[src/rtl/riscv_defines.sv]
// ============================================================================
// riscv_defines : shared encodings for the MEM-stage load/store unit
// Revision      : 1.0
// ============================================================================
`default_nettype none

package riscv_defines;

  typedef enum logic [1:0] {
    MEM_NONE  = 2'b00,
    MEM_READ  = 2'b01,
    MEM_WRITE = 2'b10
  } memaccess_t;

  typedef enum logic [1:0] {
    LSU_IDLE = 2'b00,
    LSU_REQ  = 2'b01,
    LSU_RESP = 2'b10,
    LSU_DONE = 2'b11
  } lsu_state_t;

  localparam logic [2:0] F3_LB  = 3'b000;
  localparam logic [2:0] F3_LH  = 3'b001;
  localparam logic [2:0] F3_LW  = 3'b010;
  localparam logic [2:0] F3_LBU = 3'b100;
  localparam logic [2:0] F3_LHU = 3'b101;
  localparam logic [2:0] F3_SB  = 3'b000;
  localparam logic [2:0] F3_SH  = 3'b001;
  localparam logic [2:0] F3_SW  = 3'b010;

  localparam logic [1:0] SIZE_B = 2'b00;
  localparam logic [1:0] SIZE_H = 2'b01;

  // funct3[1:0] encodes access size; encoding 2'b11 is treated like a word.
  function automatic logic is_misaligned(input logic [2:0] funct3, input logic [1:0] lo);
    logic mis;
    mis = 1'b0;
    case (funct3[1:0])
      SIZE_B:  mis = 1'b0;
      SIZE_H:  mis = lo[0];
      default: mis = |lo;
    endcase
    return mis;
  endfunction

endpackage

`default_nettype wire

[src/rtl/lsu_align.sv]
// ============================================================================
// lsu_align : store lane/byte-enable generation and load lane extract/extend
// Revision  : 1.0
// ============================================================================
`default_nettype none

module lsu_align
  import riscv_defines::*;
#(
  parameter int XLEN = 32
) (
  input  logic [1:0]      st_size_i,
  input  logic [1:0]      st_lo_i,
  input  logic [XLEN-1:0] st_data_i,
  output logic [3:0]      st_be_o,
  output logic [XLEN-1:0] st_wdata_o,
  input  logic [2:0]      ld_funct3_i,
  input  logic [1:0]      ld_lo_i,
  input  logic [XLEN-1:0] ld_rdata_i,
  output logic [XLEN-1:0] ld_data_o
);

  logic [XLEN-1:0] w_lane;
  logic            w_sext;

  always_comb begin
    st_be_o    = 4'b1111;
    st_wdata_o = st_data_i;
    case (st_size_i)
      SIZE_B: begin
        st_be_o    = 4'b0001 << st_lo_i;
        st_wdata_o = {4{st_data_i[7:0]}};
      end
      SIZE_H: begin
        st_be_o    = st_lo_i[1] ? 4'b1100 : 4'b0011;
        st_wdata_o = {2{st_data_i[15:0]}};
      end
      default: begin
        st_be_o    = 4'b1111;
        st_wdata_o = st_data_i;
      end
    endcase
  end

  // Bring the addressed lane down to bit 0 before extending.
  assign w_lane = ld_rdata_i >> {ld_lo_i, 3'b000};
  assign w_sext = ~ld_funct3_i[2];

  always_comb begin
    ld_data_o = ld_rdata_i;
    case (ld_funct3_i[1:0])
      SIZE_B:  ld_data_o = {{(XLEN-8){w_sext & w_lane[7]}}, w_lane[7:0]};
      SIZE_H:  ld_data_o = {{(XLEN-16){w_sext & w_lane[15]}}, w_lane[15:0]};
      default: ld_data_o = ld_rdata_i;
    endcase
  end

endmodule

`default_nettype wire

[src/rtl/mem_stage_lsu.sv]
// ============================================================================
// mem_stage_lsu : MEM-stage load/store unit, one bus transaction per access
// Revision      : 1.0
// ============================================================================
`default_nettype none

module mem_stage_lsu
  import riscv_defines::*;
#(
  parameter int XLEN   = 32,
  parameter int ADDR_W = 32
) (
  input  logic              clk,
  input  logic              rst_n,
  input  memaccess_t        memaccess_m,
  input  logic [2:0]        funct3_m,
  input  logic [ADDR_W-1:0] addr_m,
  input  logic [XLEN-1:0]   rs2_data_m,
  input  logic              forward_mem,
  input  logic [XLEN-1:0]   result_w,
  output logic              stall_mem,
  output logic [XLEN-1:0]   load_data_m,
  output logic              misaligned_m,
  output logic              dmem_req,
  output logic              dmem_we,
  output logic [ADDR_W-1:0] dmem_addr,
  output logic [3:0]        dmem_be,
  output logic [XLEN-1:0]   dmem_wdata,
  input  logic              dmem_gnt,
  input  logic              dmem_rvalid,
  input  logic [XLEN-1:0]   dmem_rdata
);

  lsu_state_t        state_q, state_d;
  logic [ADDR_W-1:0] addr_q;
  logic              we_q;
  logic [3:0]        be_q;
  logic [XLEN-1:0]   wdata_q;
  logic [XLEN-1:0]   load_q;
  logic [2:0]        funct3_q;
  logic [1:0]        lo_q;

  logic              capture;
  logic              load_en;
  logic              access;
  logic              mis;
  logic [XLEN-1:0]   st_data;
  logic [3:0]        st_be;
  logic [XLEN-1:0]   st_wdata;
  logic [XLEN-1:0]   ld_ext;

  assign access  = (memaccess_m == MEM_READ) || (memaccess_m == MEM_WRITE);
  assign mis     = is_misaligned(funct3_m, addr_m[1:0]);
  assign st_data = forward_mem ? result_w : rs2_data_m;

  lsu_align #(.XLEN(XLEN)) u_align (
    .st_size_i   (funct3_m[1:0]),
    .st_lo_i     (addr_m[1:0]),
    .st_data_i   (st_data),
    .st_be_o     (st_be),
    .st_wdata_o  (st_wdata),
    .ld_funct3_i (funct3_q),
    .ld_lo_i     (lo_q),
    .ld_rdata_i  (dmem_rdata),
    .ld_data_o   (ld_ext)
  );

  always_comb begin
    state_d      = state_q;
    capture      = 1'b0;
    load_en      = 1'b0;
    stall_mem    = 1'b0;
    misaligned_m = 1'b0;
    dmem_req     = 1'b0;
    case (state_q)
      LSU_IDLE: begin
        if (access) begin
          if (mis) begin
            misaligned_m = 1'b1;
          end else begin
            stall_mem = 1'b1;
            capture   = 1'b1;
            state_d   = LSU_REQ;
          end
        end
      end
      LSU_REQ: begin
        stall_mem = 1'b1;
        dmem_req  = 1'b1;
        if (dmem_gnt) begin
          state_d = we_q ? LSU_DONE : LSU_RESP;
        end
      end
      LSU_RESP: begin
        stall_mem = 1'b1;
        if (dmem_rvalid) begin
          load_en = 1'b1;
          state_d = LSU_DONE;
        end
      end
      LSU_DONE: begin
        // Always return to IDLE so the held instruction is not reissued.
        state_d = LSU_IDLE;
      end
      default: state_d = LSU_IDLE;
    endcase
  end

  always_ff @(posedge clk or negedge rst_n) begin
    if (!rst_n) begin
      state_q  <= LSU_IDLE;
      addr_q   <= '0;
      we_q     <= 1'b0;
      be_q     <= '0;
      wdata_q  <= '0;
      funct3_q <= '0;
      lo_q     <= '0;
      load_q   <= '0;
    end else begin
      state_q <= state_d;
      if (capture) begin
        addr_q   <= {addr_m[ADDR_W-1:2], 2'b00};
        we_q     <= (memaccess_m == MEM_WRITE);
        be_q     <= st_be;
        wdata_q  <= st_wdata;
        funct3_q <= funct3_m;
        lo_q     <= addr_m[1:0];
      end
      if (load_en) begin
        load_q <= ld_ext;
      end
    end
  end

  assign dmem_we     = we_q;
  assign dmem_addr   = addr_q;
  assign dmem_be     = be_q;
  assign dmem_wdata  = wdata_q;
  assign load_data_m = load_q;

endmodule

`default_nettype wire

[config.mk]
export PLATFORM = sky130hd
export DESIGN_NAME = mem_stage_lsu
export DESIGN_NICKNAME = d
export VERILOG_FILES = /design/src/rtl/riscv_defines.sv /design/src/rtl/lsu_align.sv /design/src/rtl/mem_stage_lsu.sv
export SDC_FILE = /design/constraint.sdc
export NUM_CORES = 1
export LEC_CHECK = 0
export ABC_AREA = 1
export CAP_MARGIN = 20
export CORE_ASPECT_RATIO = 0.8
export CORE_MARGIN = 10
export CORE_UTILIZATION = 40
export DETAILED_ROUTE_END_ITERATION = 12
export PLACE_DENSITY = 0.75
export SYNTH_ARGS = -nofsm -noshare
export SYNTH_HDL_FRONTEND = slang
export SYNTH_HIERARCHICAL = 1
export SYNTH_SLANG_ARGS = --single-unit
[constraint.sdc]
create_clock -name clk -period 3.3 [get_ports clk]
set_input_delay 0.33 -clock clk [delete_from_list [all_inputs] [get_ports clk]]
set_output_delay 0.33 -clock clk [all_outputs]
set_load 0.02 [all_outputs]
==> run summary <==
The global-route wire length before repair is 32.0 mm. The tightest hold path in the finished design has a slack of -0.0153 ns. The detailed-route via count came out at 5717.

The iteration count of the initial detailed-routing pass is 5. The total number of yosys warnings came out at 6. The cell type contributing the most total cell area after synthesis is dfrtp_1. The critical path ends at stall_mem.

The width of the die is 156 µm. The number of ports placed on the die boundary came out at 242. The mean cell area of the mapped netlist came out at 8.20 µm².

Clock-pin slew was measured on the worst setup and hold paths at approximately 0.070 ns. The area growth from synthesis to final layout is 45.3%. The total placed cells including tap cells is 1105.

Across the run, the number of max-cap violations was 0. The global routing usage summed across all routing layers came out at between 10% and 20%. The worst-case clock skew came out at 0.00712 ns. The static power due to leakage came out at between 4 and 5 nW. The areal power density over the cells came out at 878 nW/µm². The worst setup path is captured at an output pin. The total overflow reported by the global router is 0. The routed design uses between 2 and 2.5 mm of met3 wire. The critical path arrival is 2.31 ns.

The initialized floorplan defines 39 standard-cell rows. The clock sink count came out at 106. The clock latency on the worst-skew pair is 0.36 ns.

TritonCTS built the clock tree. The largest fanout on the critical path is 5. The total setup buffers inserted after CTS came out at 0.

The core region area came out at 14400 µm². The checks that failed: hold timing. The worst path in the final design needs a cycle of 2.64 ns, including I/O delays and setup. The count of hold buffers inserted by post-cts repair came out at 0. The H-tree was split into 3 levels.

The initial antenna violation count is 1. Setup repair after global routing left no endpoint under its margin. The run finished, with violations left. STA classifies the critical path startpoint as a flip-flop. The synthesized instance count came out at 726. The routed length on met1 came out at 8.61 mm. The count of cell instances traversed by the critical path is 7. The violation count after the first detailed-routing iteration is 385. The area fraction of the dominant cell type after synthesis is between 40% and 50%.

The library cell used as clock root buffer is clkbuf_16. The required time of the critical path is 2.97 ns. The cell with the biggest individual delay on the critical path is clkdlybuf4s50_1.

The share of the Yosys chip area taken by registers is 44.6%. Once the clock tree was built, the resizer swapped 0 gates to a different size. Once detailed placement completed, the half-perimeter wirelength came to about 15 mm. The number of CTS-inserted buffers came out at 9. The critical path goes through inv_1 -> ha_1 -> inv_2 -> nor2_8 -> nand2_2 -> a21oi_1 -> clkdlybuf4s50_1.

The total standard cell area after synthesis is roughly 6000 µm². Signal routing reaches up to met4. In the final routed layout, each cell accounts on average for 18.1 µm. VDD sags by at most 439 µV. Counting along the longest clock path gives a buffer depth of 2. The number of distinct library cells after synthesis came out at 30. The delay contributed by the slowest stage of the critical path came out at 0.63 ns. The count of filler cells inserted in the layout is between 1000 and 1500. The final routed wirelength across all metal layers came out at between 20 and 25 mm. The pin slew with the least headroom to its limit is 0.785 ns. The worst setup path startpoint is state_q[0]. Counting flops and latches in the post-synthesis netlist gives around 110. The number of buffers added on ports came out at 239. The maximum number of pins on one net before global-route repair is 76.

The number of buffer and inverter instances along the worst setup path came out at 3. The worst slew margin relative to its limit came out at between 40% and 50%. The via density per instance is ~5.

In this run the critical register-to-register path is launched from state_q[0]. The count of nets left with antenna violations after detail routing is 0. In the routed design, unresolved DRC markers number 0. The initial core utilization is 41.2%.

The total count of max-transition violations in the final report is 0. In the layout the commonest cells are nand2_1, clkdlybuf4s50_1, nand3_1. Setup violations remaining at the end of the flow were counted as 0. The non-filler instance count after layout is 1122.

The library cell used most frequently in the layout, excluding fill and tap cells, is nand2_1. The post-layout net count came out at 1076. Ranked by total cell area, the synthesized netlist is headed by dfrtp_1, nand2_1, mux2_2, nand3_1, o21ai_0. The number of global-route vias before repair came out at 5768. The die covers 20200 µm².

The maximum achievable frequency came out at 379 MHz. The worst register-to-register path ends at dmem_addr[6]. The final weighted congestion in routability-driven placement came out at around 0.85. The worst path uses between 70% and 80% of the clock period. The worst reg2reg path depth came out at 7. The share of post-route cells with drive strength above 1 came out at between 10% and 20%.

The critical path start-end classification is flip-flop to output pin. The floorplan step set the die height to 129 µm. The detailed-routed wire length on met2 came out at ~9 mm.

The cell family contributing the most delay on the critical path is buffers and inverters. The final sum of negative setup slack is 0 ns. The minimum setup slack among reg-to-reg paths came out at 1.19 ns.

The min-delay analysis places its worst path in the category input port to async pin. The final-report hold violation count is 12.
==> cell usage after synthesis (all sizes together) <==
library cell	instances
a21oi	1
buf	42
clkbuf	14
conb	1
dfrtp	106
ha	6
inv	27
mux2	64
nand2	279
nand3	115
nand4	2
nor2	21
nor3	1
o211ai	2
o21ai	45
==> worst min path at each step <==
stage | from | endpoint | slack, ns | cells past startpoint
finish | rst_n | load_data_m[6] | -0.02 | 1
global route | rst_n | load_data_m[6] | 0.03 | 1
CTS | rst_n | load_data_m[6] | 0.009 | 1
detailed placement | rst_n | load_data_m[6] | 0.40 | 1
global placement | rst_n | load_data_m[6] | 0.39 | 1
floorplan | rst_n | dmem_addr[10] | 0.03 | 0
==> cells by family after synthesis <==
family	synth area share, %
and+or+nand+nor	30.4
AOI/OAI and AO/OA	4.12
muxes	12.1
adders and majority gates	1.26
buffers and inverters	7.50
DFF	44.6
other	0.0630
==> cell type report <==
cell class / instances / area (µm²) / area share, %
inverters: 27 / 109 / 1.26
clock inverters: 7 / 86.3 / 0.998
clock buffers: 9 / 225 / 2.60
diodes: 1 / 2.50 / 0.0289
well taps: 184 / 230 / 2.66
repair buffers: 250 / 2480 / 28.7
flip-flops and latches: 106 / 2650 / 30.7
multi-input cells: 538 / 2860 / 33.0
==> routing by layer <==
| metal | vias to the layer above | global-route usage, % |
|---|---|---|
| li1 | 2769 | - |
| met1 | 2680 | 25.3 |
| met2 | 246 | 30.3 |
| met3 | 22 | 9.06 |
| met4 | 0 | 5.43 |
| met5 | - | 0 |
==> report_power, final <==
part	switching (mW)	internal, mW	leakage [nW]	total (mW)
registers	0.400	1.91	1.33	2.31
clock network	0.535	0.605	0.150	1.14
logic	2.30	1.84	2.63	4.14
total	3.24	4.36	4.11	7.59
==> state kept, by name, indices dropped and copies added, names as in the netlist <==
name and count:
state_q 2, dmem_be 4, funct3_q 3, dmem_we 1
dmem_addr 30, lo_q 2, dmem_wdata 32, load_data_m 32
==> through the flow <==
stage | setup WS [ns] | hold slack [ns] | instance area, µm² | power (mW) | utilization (%)
finish | 0.663 | -0.0153 | 8650 | 7.59 | 59.9
global route | 0.530 | 0.0279 | 8650 | 8.13 | 59.9
CTS | 0.655 | 0.00888 | 8650 | 7.67 | 59.9
detailed placement | 0.755 | 0.399 | 8330 | 6.49 | 57.7
global placement | 0.807 | 0.392 | 8330 | 6.43 | 57.7
floorplan | 1.48 | 0.0344 | 5960 | 4.64 | -
Power figures use the tool's default switching activity.
